**config.mk**
```make
export PLATFORM = sky130hd
export DESIGN_NAME = clock_key_ctrl
export DESIGN_NICKNAME = d
export VERILOG_FILES = /design/src/rtl/clock_key_pkg.sv /design/src/rtl/clock_key_ctrl_debounce.sv /design/src/rtl/clock_key_ctrl.sv
export SDC_FILE = /design/constraint.sdc
export NUM_CORES = 1
export LEC_CHECK = 0
export ABC_AREA = 1
export ABC_CLOCK_PERIOD_IN_PS = 5450
export CELL_PAD_IN_SITES_DETAIL_PLACEMENT = 1
export CELL_PAD_IN_SITES_GLOBAL_PLACEMENT = 2
export CORE_AREA = 2 2 140 142
export DETAILED_ROUTE_END_ITERATION = 8
export DIE_AREA = 0 0 142 144
export GPL_TIMING_DRIVEN = 0
export PLACE_DENSITY = 0.83
export REMOVE_ABC_BUFFERS = 1
export SETUP_SLACK_MARGIN = 0.1
export SKIP_LAST_GASP = 1
export SYNTH_ARGS = -nofsm -noshare
export SYNTH_HDL_FRONTEND = slang
export SYNTH_SLANG_ARGS = --single-unit
```
**constraint.sdc**
```tcl
create_clock -name clk -period 5.45 [get_ports clk]
set_clock_uncertainty 0.05 [all_clocks]
set_input_delay 0.545 -clock clk [delete_from_list [all_inputs] [get_ports clk]]
set_output_delay 0.545 -clock clk [all_outputs]
set_load 0.02 [all_outputs]
```
**src/rtl/clock_key_pkg.sv**
```systemverilog
// Shared types and codes for the front-panel key controller of the millennium clock.
package clock_key_pkg;

    typedef enum logic [1:0] {
        StRun    = 2'b00,
        StEditF1 = 2'b01,
        StEditF2 = 2'b10,
        StEditF3 = 2'b11
    } key_state_e;

    localparam logic [1:0] FieldNone = 2'b00;
    localparam logic [1:0] FieldF1   = 2'b01;
    localparam logic [1:0] FieldF2   = 2'b10;
    localparam logic [1:0] FieldF3   = 2'b11;

    localparam logic ViewTime = 1'b0;
    localparam logic ViewDate = 1'b1;

    // SET walks RUN -> F1 -> F2 -> F3 -> RUN.
    function automatic key_state_e next_edit_state(input key_state_e cur);
        key_state_e nxt;
        unique case (cur)
            StRun:    nxt = StEditF1;
            StEditF1: nxt = StEditF2;
            StEditF2: nxt = StEditF3;
            StEditF3: nxt = StRun;
            default:  nxt = StRun;
        endcase
        return nxt;
    endfunction

    function automatic logic [1:0] field_code(input key_state_e cur);
        logic [1:0] code;
        unique case (cur)
            StRun:    code = FieldNone;
            StEditF1: code = FieldF1;
            StEditF2: code = FieldF2;
            StEditF3: code = FieldF3;
            default:  code = FieldNone;
        endcase
        return code;
    endfunction

endpackage

```
**src/rtl/clock_key_ctrl_debounce.sv**
```systemverilog
// Per-button synchronizer and debouncer; emits a one-cycle event when a press is accepted.
module key_debounce #(
    parameter int unsigned DEBOUNCE_CYCLES = 1_000_000
) (
    input  logic clk,
    input  logic rst_n,
    input  logic key_n,
    output logic stable,
    output logic press_evt
);

    localparam int unsigned CntW = (DEBOUNCE_CYCLES > 1) ? $clog2(DEBOUNCE_CYCLES) : 1;
    localparam logic [CntW-1:0] CntLast = CntW'(DEBOUNCE_CYCLES - 1);

    logic            sync1_q, sync2_q;
    logic            s;
    logic            stable_q, stable_d;
    logic            evt_q, evt_d;
    logic [CntW-1:0] cnt_q, cnt_d;

    assign s = ~sync2_q;

    always_comb begin
        stable_d = stable_q;
        evt_d    = 1'b0;
        cnt_d    = '0;
        if (s != stable_q) begin
            if (cnt_q == CntLast) begin
                stable_d = s;
                evt_d    = s;
            end else begin
                cnt_d = cnt_q + 1'b1;
            end
        end
    end

    // Synchronizer resets to the released (high) level so reset never looks like a press.
    always_ff @(posedge clk or negedge rst_n) begin
        if (!rst_n) begin
            sync1_q  <= 1'b1;
            sync2_q  <= 1'b1;
            stable_q <= 1'b0;
            evt_q    <= 1'b0;
            cnt_q    <= '0;
        end else begin
            sync1_q  <= key_n;
            sync2_q  <= sync1_q;
            stable_q <= stable_d;
            evt_q    <= evt_d;
            cnt_q    <= cnt_d;
        end
    end

    assign stable    = stable_q;
    assign press_evt = evt_q;

endmodule

```
**src/rtl/clock_key_ctrl.sv**
```systemverilog
// Front-panel controller: debounced MODE/SET/UP, edit-mode FSM, UP auto-repeat and edit timeout.
module clock_key_ctrl
    import clock_key_pkg::*;
#(
    parameter int unsigned DEBOUNCE_CYCLES = 1_000_000,
    parameter int unsigned HOLD_CYCLES     = 25_000_000,
    parameter int unsigned REPEAT_CYCLES   = 5_000_000,
    parameter int unsigned TIMEOUT_CYCLES  = 500_000_000
) (
    input  logic       clk,
    input  logic       rst_n,
    input  logic       btn_mode_n,
    input  logic       btn_set_n,
    input  logic       btn_up_n,
    output logic       smh_dmy,
    output logic       dem_chinh,
    output logic [1:0] blink_led,
    output logic       inc_pulse
);

    localparam int unsigned RptMax  = (HOLD_CYCLES > REPEAT_CYCLES) ? HOLD_CYCLES : REPEAT_CYCLES;
    localparam int unsigned RptW    = (RptMax > 1) ? $clog2(RptMax) : 1;
    localparam int unsigned IdleW   = (TIMEOUT_CYCLES > 1) ? $clog2(TIMEOUT_CYCLES) : 1;
    localparam logic [RptW-1:0]  HoldLast   = RptW'(HOLD_CYCLES - 1);
    localparam logic [RptW-1:0]  RepeatLast = RptW'(REPEAT_CYCLES - 1);
    localparam logic [IdleW-1:0] IdleLast   = IdleW'(TIMEOUT_CYCLES - 1);

    logic mode_stable, set_stable, up_stable;
    logic mode_evt, set_evt, up_evt;
    logic unused_stable;

    key_debounce #(.DEBOUNCE_CYCLES(DEBOUNCE_CYCLES)) u_mode_db (
        .clk       (clk),
        .rst_n     (rst_n),
        .key_n     (btn_mode_n),
        .stable    (mode_stable),
        .press_evt (mode_evt)
    );

    key_debounce #(.DEBOUNCE_CYCLES(DEBOUNCE_CYCLES)) u_set_db (
        .clk       (clk),
        .rst_n     (rst_n),
        .key_n     (btn_set_n),
        .stable    (set_stable),
        .press_evt (set_evt)
    );

    key_debounce #(.DEBOUNCE_CYCLES(DEBOUNCE_CYCLES)) u_up_db (
        .clk       (clk),
        .rst_n     (rst_n),
        .key_n     (btn_up_n),
        .stable    (up_stable),
        .press_evt (up_evt)
    );

    assign unused_stable = mode_stable ^ set_stable;

    key_state_e       state_q, state_d;
    logic             view_q, view_d;
    logic             inc_q, inc_d;
    logic             rpt_act_q, rpt_act_d;
    logic             rpt_hold_q, rpt_hold_d;
    logic [RptW-1:0]  rpt_cnt_q, rpt_cnt_d;
    logic [IdleW-1:0] idle_q, idle_d;
    logic             in_edit;
    logic             rpt_lim_hit;
    logic             rpt_fire;

    assign in_edit     = (state_q != StRun);
    assign rpt_lim_hit = rpt_hold_q ? (rpt_cnt_q == HoldLast) : (rpt_cnt_q == RepeatLast);
    assign rpt_fire    = in_edit && rpt_act_q && up_stable && rpt_lim_hit;

    always_comb begin
        state_d    = state_q;
        view_d     = view_q;
        inc_d      = 1'b0;
        rpt_act_d  = rpt_act_q;
        rpt_hold_d = rpt_hold_q;
        rpt_cnt_d  = rpt_cnt_q;
        idle_d     = idle_q;

        // Priority chain: SET > MODE > UP > repeat > timeout.
        if (set_evt) begin
            state_d   = next_edit_state(state_q);
            rpt_act_d = 1'b0;
            idle_d    = '0;
        end else if (mode_evt) begin
            if (!in_edit) begin
                view_d = ~view_q;
            end
            rpt_act_d = 1'b0;
            idle_d    = '0;
        end else if (up_evt && in_edit) begin
            inc_d      = 1'b1;
            rpt_act_d  = 1'b1;
            rpt_hold_d = 1'b1;
            // The press-event cycle counts as the first hold cycle.
            rpt_cnt_d  = RptW'(1);
            idle_d     = '0;
        end else if (rpt_fire) begin
            inc_d      = 1'b1;
            rpt_hold_d = 1'b0;
            rpt_cnt_d  = '0;
            idle_d     = '0;
        end else if (in_edit && (idle_q == IdleLast)) begin
            state_d   = StRun;
            rpt_act_d = 1'b0;
            idle_d    = '0;
        end else begin
            if (rpt_act_q && !rpt_lim_hit) begin
                rpt_cnt_d = rpt_cnt_q + 1'b1;
            end
            if (in_edit) begin
                idle_d = idle_q + 1'b1;
            end
        end

        if (state_d == StRun) begin
            idle_d    = '0;
            rpt_act_d = 1'b0;
        end
        if (!up_stable) begin
            rpt_act_d = 1'b0;
        end
        if (!rpt_act_d) begin
            rpt_hold_d = 1'b1;
            rpt_cnt_d  = '0;
        end
    end

    always_ff @(posedge clk or negedge rst_n) begin
        if (!rst_n) begin
            state_q    <= StRun;
            view_q     <= ViewTime;
            inc_q      <= 1'b0;
            rpt_act_q  <= 1'b0;
            rpt_hold_q <= 1'b1;
            rpt_cnt_q  <= '0;
            idle_q     <= '0;
        end else begin
            state_q    <= state_d;
            view_q     <= view_d;
            inc_q      <= inc_d;
            rpt_act_q  <= rpt_act_d;
            rpt_hold_q <= rpt_hold_d;
            rpt_cnt_q  <= rpt_cnt_d;
            idle_q     <= idle_d;
        end
    end

    assign smh_dmy   = view_q;
    assign dem_chinh = in_edit;
    assign blink_led = field_code(state_q);
    assign inc_pulse = inc_q;

endmodule

```
==> metrics.md, run 1 <==
| Metric | Value |
|---|---|
| Post-synthesis sequential area ratio | `43.65%` |
| Antenna diode count | `0` |
| Final setup margin | `1.237 ns` |
| Drt total wl | `19390 µm` |
| Final cell count without fillers | `1268` |
| Required time at the worst-slack endpoint | `5.74 ns` |
| Fraction of layout cells with a size suffix above 1 | `6.505%` |
| Die extent in x | `142 µm` |
| Die height | `144 µm` |
| Post-synthesis register bit count | `132` |
| GRT overflow | `0` |
| Tightest slew margin relative to the limit | `16.25%` |
| Root buf cell | `clkbuf_16` |
| Placeable core region | `19080 µm²` |
| Global-route track usage on met2 | `33.64%` |
| Synth area leaders | `dfrtp_1 41%, nand2_1 9.1%, nor2_1 8.2%` |
| Ports placed on the boundary | `10` |
| Count of standard-cell rows | `51` |
| Total standard cell area after synthesis | `7587 µm²` |
| Vias in the first global route | `6735` |
| Global-route met3 utilization | `2.947%` |
| Average cell area after synthesis | `7.535 µm²` |
| Fin. Hold Viols | `0` |
| Area taken by multi-input logic gates | `3605 µm²` |
| Crit path kind | `reg -> reg` |
| Unique masters post-synth | `39` |
| Clock net sink count | `132` |
| Final period demand of the worst path | `4.213 ns` |
| Gp weighted congestion | `0.7930` |
| Hold Crit Class | `in -> async` |
| Post-CTS setup buffer count | `0` |
| Most Used Layer, Global Route | `met2` |
| Crit end category | `flip-flop` |
| Worst-path maximum fanout | `29` |
| # H-tree levels | `4` |
| Syn Inst Count | `1007` |
| Hold bufs inserted after CTS | `0` |
| Number of max-capacitance violations reported | `0` |
| DRC viols | `0` |
| Number of synthesized flops with an enable pin | `0` |
| Cell area power density | `252.3 nW/µm²` |
| Bufs on Longest Clock Path | `2` |
| Post-synth top area share | `41.23%` |
| Share of synthesized flip-flops with an asynchronous set or reset | `100.0%` |
| Die footprint | `20450 µm²` |
| Main flop type after synthesis | `dfrtp_1` |
| Top library cells by usage in the layout, fill and taps aside | `184 x nand2_1, 165 x nor2_1, 141 x inv_1` |
| Final-layout fill cell count | `2407` |
| Initial antenna violation count | `0` |
| First DRT Iteration DRCs | `269` |
| Effective utilization at floorplan | `39.77%` |
| Most common cell after layout, fill and taps aside | `nand2_1` |
| CTS tree | `yes` |
| Cell taking the most area after synthesis | `dfrtp_1` |
| Final HPWL DP | `13740 µm` |
| Global-route wire length before repair | `33470 µm` |
| Outcome | `finished clean` |
| Router iterations before antenna repair | `4` |
| Cts repair resizes | `0` |
| Clock-pin slew on the worst setup and hold paths | `0.06 ns` |
| Slew at the pin closest to its max-slew limit | `1.256 ns` |
| Startpoint class of the critical path | `flip-flop` |
| Clk Latency, worst-skew pair | `0.42 ns` |
| Max-slew violation count | `0` |
| Post-placement worst setup slack | `1.129 ns` |
| Cells after DPL | `1236` |
| Final nets | `1031` |
| GR Layer Usage met1 | `28.15%` |
| Total vias in the final route | `6487` |
| Share of the clock period used by the worst path | `77.30%` |
| Layout overhead on the synthesized area | `11.02%` |
| Vias per Instance | `5.116` |
| Total CTS buffers | `17` |
| Number of I/O port buffers | `9` |
| Signal arrival time at the worst endpoint | `4.50 ns` |
| FF+latch area | `3312 µm²` |
| Syn. warnings | `0` |
| Static leakage | `3.608 nW` |
| Maximum number of pins on one net before global-route repair | `68` |
| Overall routing resource usage | `20.45%` |
| Top achievable clock speed | `237.4 MHz` |
| Antenna Violating Nets Remaining | `0` |
| Wirelength per Cell | `15.29 µm` |
| Unrepaired setup endpoints after global routing | `no` |
| # setup viols final | `0` |
| Worst-case vdd ir drop | `0.2062 mV` |
==> state kept, by name, indices dropped and copies added, names as in the netlist, 2 cells and up <==
signal,flops
idle_q,29
rpt_cnt_q,25
state_q,2
u_mode_db.cnt_q,20
u_set_db.cnt_q,20
u_up_db.cnt_q,20
==> worst paths after layout <==
path	cells after the start	endpoint	start	slack (ns)
max in group asynchronous	2	rpt_hold_q$_DFFE_PN1P_	rst_n	4.50
min in group clk	0	u_mode_db.sync2_q$_DFF_PN1_	u_mode_db.sync1_q$_DFF_PN1_	0.31
setup / recovery	15	rpt_hold_q$_DFFE_PN1P_	state_q[1]$_DFF_PN0_	1.24
hold reg to reg	0	u_mode_db.sync2_q$_DFF_PN1_	u_mode_db.sync1_q$_DFF_PN1_	0.31
setup reg to reg	15	rpt_hold_q$_DFFE_PN1P_	state_q[1]$_DFF_PN0_	1.24
hold / removal	1	u_set_db.cnt_q[0]$_DFF_PN0_	rst_n	0.05
==> routing by layer <==
layer / vias to the layer above / part of all wire, % / routed length (µm)
li1: 3282 / - / -
met1: 3150 / 51 / 9897
met2: 36 / 46 / 8995
met3: 19 / 1.4 / 272
met4: 0 / 1.2 / 227
met5: - / 0 / 0
==> kinds of logic (layout without fill, tap and decap cells) <==
logic type	count (synthesis)	in the layout	synth area share [%]
AO/OA/AOI/OAI	92	92	6.398
adder cells (fa/ha/maj)	9	9	1.484
XOR/XNOR	54	54	6.233
flip-flops	132	132	43.65
buffers and inverters	163	186	8.872
AND/OR/NAND/NOR	557	557	33.36
==> Yosys cell counts, types with 15 or more instances <==
master     n
nor2_1   166
o21ai_0   29
xor2_1    37
xnor2_1   17
nor4_1    15
a21oi_1   47
dfrtp_1  125
nor3_1    44
inv_1    141
nand3_1   71
nand4_1   43
nand2_1  184
==> area by class of cell <==
type | count | area share (%)
clock buffers | 21 | 5.585
multi-input cells | 712 | 42.80
clock inverters | 11 | 0.9358
inverters | 144 | 6.417
repair buffers | 10 | 1.411
flip-flops and latches | 132 | 39.32
well taps | 238 | 3.535
==> metrics by stage <==
step | utilization (%) | hold WS [ns] | total power (W) | TNS [ns] | instance area, µm²
floorplan | - | 0.1994 | 0.001029 | 0 | 7455
global placement | 41.10 | 0.2975 | 0.001059 | -230.48 | 7843
detailed placement | 41.26 | 0.2978 | 0.001063 | 0 | 7871
CTS | 44.13 | 0.08870 | 0.002157 | 0 | 8421
global route | 44.15 | 0.1058 | 0.002204 | 0 | 8423
finish | 44.15 | 0.04964 | 0.002125 | 0 | 8423
==> power breakdown <==
group          internal [W]   total, W  leakage, nW  switching [W]
Combinational     0.0000125  0.0000471         1.54      0.0000346
Clock              0.000619    0.00108        0.258       0.000465
Sequential         0.000990   0.000995         1.81     0.00000524
==> worst max-delay path: stages, from the launching register on <==
cell and delay (ns):
dfrtp_1 0.40, inv_1 0.11, ha_1 1.00, inv_2 0.38
nand2_1 0.16, nor2_1 0.06, nand2_1 0.05, nor2_1 0.04
nand3_1 0.09, nor2_1 0.05, nand2_1 0.09, a21oi_1 0.10
nand2_1 0.55, nand3_2 0.68, inv_1 0.24, nand2_1 0.08
Note: power is estimated with default switching activity, not from simulation.
==> inputs of run 2 (changes only) <==
ABC_CLOCK_PERIOD_IN_PS = 3550   (was 5450)
CORE_AREA = 2 2 153 155   (was 2 2 140 142)
DIE_AREA = 0 0 155 157   (was 0 0 142 144)
PLACE_DENSITY = 0.74   (was 0.83)
clock period = 3.55 ns   (was 5.45 ns; I/O delays follow)
==> run 2 against run 1 <==
Combinational power rose by 56%; sequential power grew 54%; global-route usage decreased by 3.0 points; count of clock-buffer cells in the layout fell by 2; register-to-register slack lost 0.83 ns; total power grew 56%; critical endpoint is now idle_q[0]$_DFFE_PN0P_.
==> metrics.md, run 2 (synthesized netlist as in run 1, its figures left out) <==
| Metric | Value |
|---|---|
| Flip-flop count of the largest register after layout | `29` |
| Most Frequent Cell on Critical Path | `inv_1` |
| Instance count along the most critical hold path | `1` |
| Worst flop-to-flop path startpoint | `state_q[1]$_DFF_PN0_` |
| Worst-path maximum fanout | `29` |
| Count of buffer and inverter cells on the critical path | `3` |
| Endpoint of the worst register-to-register path | `idle_q[0]$_DFFE_PN0P_` |
| DRC viols | `0` |
| Register with the most flip-flops | `idle_q` |
| Number of max-capacitance violations reported | `0` |
| # H-tree levels | `4` |
| Crit path kind | `reg -> reg` |
| Cell area power density | `388.1 nW/µm²` |
| Worst-case vdd ir drop | `0.2545 mV` |
| Post-CTS setup buffer count | `0` |
| Top library cells by usage in the layout, fill and taps aside | `182 x nand2_1, 165 x nor2_1, 141 x inv_1` |
| Register-to-Register Path Depth | `10` |
| First DRT Iteration DRCs | `307` |
| Wirelength per Cell | `15.12 µm` |
| Final-layout fill cell count | `2780` |
| Clock net sink count | `132` |
| Final period demand of the worst path | `3.144 ns` |
| Static leakage | `3.640 nW` |
| Global-route wire length before repair | `34180 µm` |
| Antenna diode count | `0` |
| # setup viols final | `0` |
| Cells along the critical path | `inv_1 -> ha_4 -> inv_2 -> and3_1 -> nand4_2 -> nand3_2 -> nor2_4 -> inv_1 -> o21a_1 -> nor2_1` |
| FF+latch area | `3312 µm²` |
| GRT overflow | `0` |
| Gp weighted congestion | `0.7861` |
| Smallest hold slack | `0.2863 ns` |
| Outcome | `finished clean` |
| Die height | `157 µm` |
| Hold Crit Start | `btn_up_n` |
| Cells after DPL | `1283` |
| Final HPWL DP | `14220 µm` |
| Area taken by multi-input logic gates | `3635 µm²` |
| Maximum number of pins on one net before global-route repair | `69` |
| Startpoint class of the critical path | `flip-flop` |
| Top achievable clock speed | `318.0 MHz` |
| Vias per Instance | `4.886` |
| Largest registers | `idle_q x29, rpt_cnt_q x25` |
| Maximum cell stage delay along the critical path | `0.42 ns` |
| Unrepaired setup endpoints after global routing | `no` |
| Router iterations before antenna repair | `4` |
| Final cell count without fillers | `1316` |
| Slew at the pin closest to its max-slew limit | `0.9066 ns` |
| Overall routing resource usage | `17.50%` |
| Max-slew violation count | `0` |
| Vias in the first global route | `6702` |
| Initial antenna violation count | `0` |
| Drt total wl | `19890 µm` |
| Total CTS buffers | `17` |
| Count of standard-cell rows | `55` |
| Setup slack of the most critical reg-to-reg path | `0.41 ns` |
| Die extent in x | `155 µm` |
| Clk Latency, worst-skew pair | `0.42 ns` |
| Final Util | `37.94%` |
| Signal arrival time at the worst endpoint | `3.44 ns` |
| Clock-pin slew on the worst setup and hold paths | `0.07 ns` |
| CTS tree | `yes` |
| Total vias in the final route | `6430` |
| Number of I/O port buffers | `9` |
| Fin. Hold Viols | `0` |
| Effective utilization at floorplan | `33.72%` |
| Tightest slew margin relative to the limit | `39.50%` |
| Worst-path cell with the longest stage delay | `nor2_4` |
| Bufs on Longest Clock Path | `2` |
| Placeable core region | `22500 µm²` |
| Root buf cell | `clkbuf_16` |
| Hold worst-path end | `u_up_db.sync1_q$_DFF_PN1_` |
| Final nets | `1032` |
| Antenna Violating Nets Remaining | `0` |
| Ports placed on the boundary | `10` |
| Share of the clock period used by the worst path | `88.58%` |
| Layout overhead on the synthesized area | `12.53%` |
| Crit end category | `flip-flop` |
| Required time at the worst-slack endpoint | `3.84 ns` |
| Most common cell after layout, fill and taps aside | `nand2_1` |
| Total design power | `0.003314 W` |
| Die footprint | `24340 µm²` |
| Hold Crit Class | `in -> reg` |
| Kind of cell adding the most delay to the critical path | `simple AND/OR/NAND/NOR gates` |
| Fraction of layout cells with a size suffix above 1 | `6.887%` |
| Post-route setup TNS | `0 ns` |
run 2: what timing repair did:
action / 4_1_cts / 5_1_grt
endpoints found under the setup margin: 57 / 14
hold buffers: 1 / 0
gates resized for setup: 5 / 1
endpoints found under the hold margin: 63 / 0
run 2: worst max-delay path by stage:
stage / end / cells after the start / from
floorplan: idle_q[0]$_DFFE_PN0P_ / 13 / state_q[0]$_DFF_PN0_
global placement: rpt_cnt_q[13]$_DFFE_PN0P_ / 1 / rst_n
detailed placement: idle_q[0]$_DFFE_PN0P_ / 10 / state_q[1]$_DFF_PN0_
CTS: rpt_cnt_q[0]$_DFFE_PN0P_ / 12 / state_q[1]$_DFF_PN0_
global route: idle_q[0]$_DFFE_PN0P_ / 13 / state_q[1]$_DFF_PN0_
finish: idle_q[0]$_DFFE_PN0P_ / 10 / state_q[1]$_DFF_PN0_
run 2: per-layer routing:
layer	GRT usage (%)	vias to the layer above	part of all wire, %
li1	-	3280	-
met1	23.81	3105	51
met2	28.93	43	47
met3	3.442	2	2.0
met4	3.836	0	0.37
met5	0	-	0
run 2: cell type report:
cell class / instances / area share [%]
multi-input combinational: 712 / 42.57
sequential: 132 / 38.79
inverter: 144 / 6.331
clock buffer: 19 / 5.188
tap: 285 / 4.176
timing repair buffer: 11 / 1.509
clock inverter: 13 / 1.436
run 2: worst register-to-register path, stage by stage (launching register included):
cell and delay, ns:
dfrtp_1 0.40, inv_1 0.15, ha_4 0.41, inv_2 0.25, and3_1 0.24, nand4_2 0.17, nand3_2 0.40, nor2_4 0.42
inv_1 0.25, o21a_1 0.23, nor2_1 0.12
run 2: report_power, final:
part	switching, W	internal, W
Sequential	0.00000822	0.00152
Clock	0.000721	0.000991
Combinational	0.0000535	0.0000199
run 2: through the flow:
stage | setup WS (ns) | area (µm²)
global placement | -3.734 | 7901
finish | 0.4056 | 8538
CTS | 0.2450 | 8533
floorplan | 0.5268 | 7455
global route | 0.1053 | 8538
detailed placement | -0.8434 | 7930
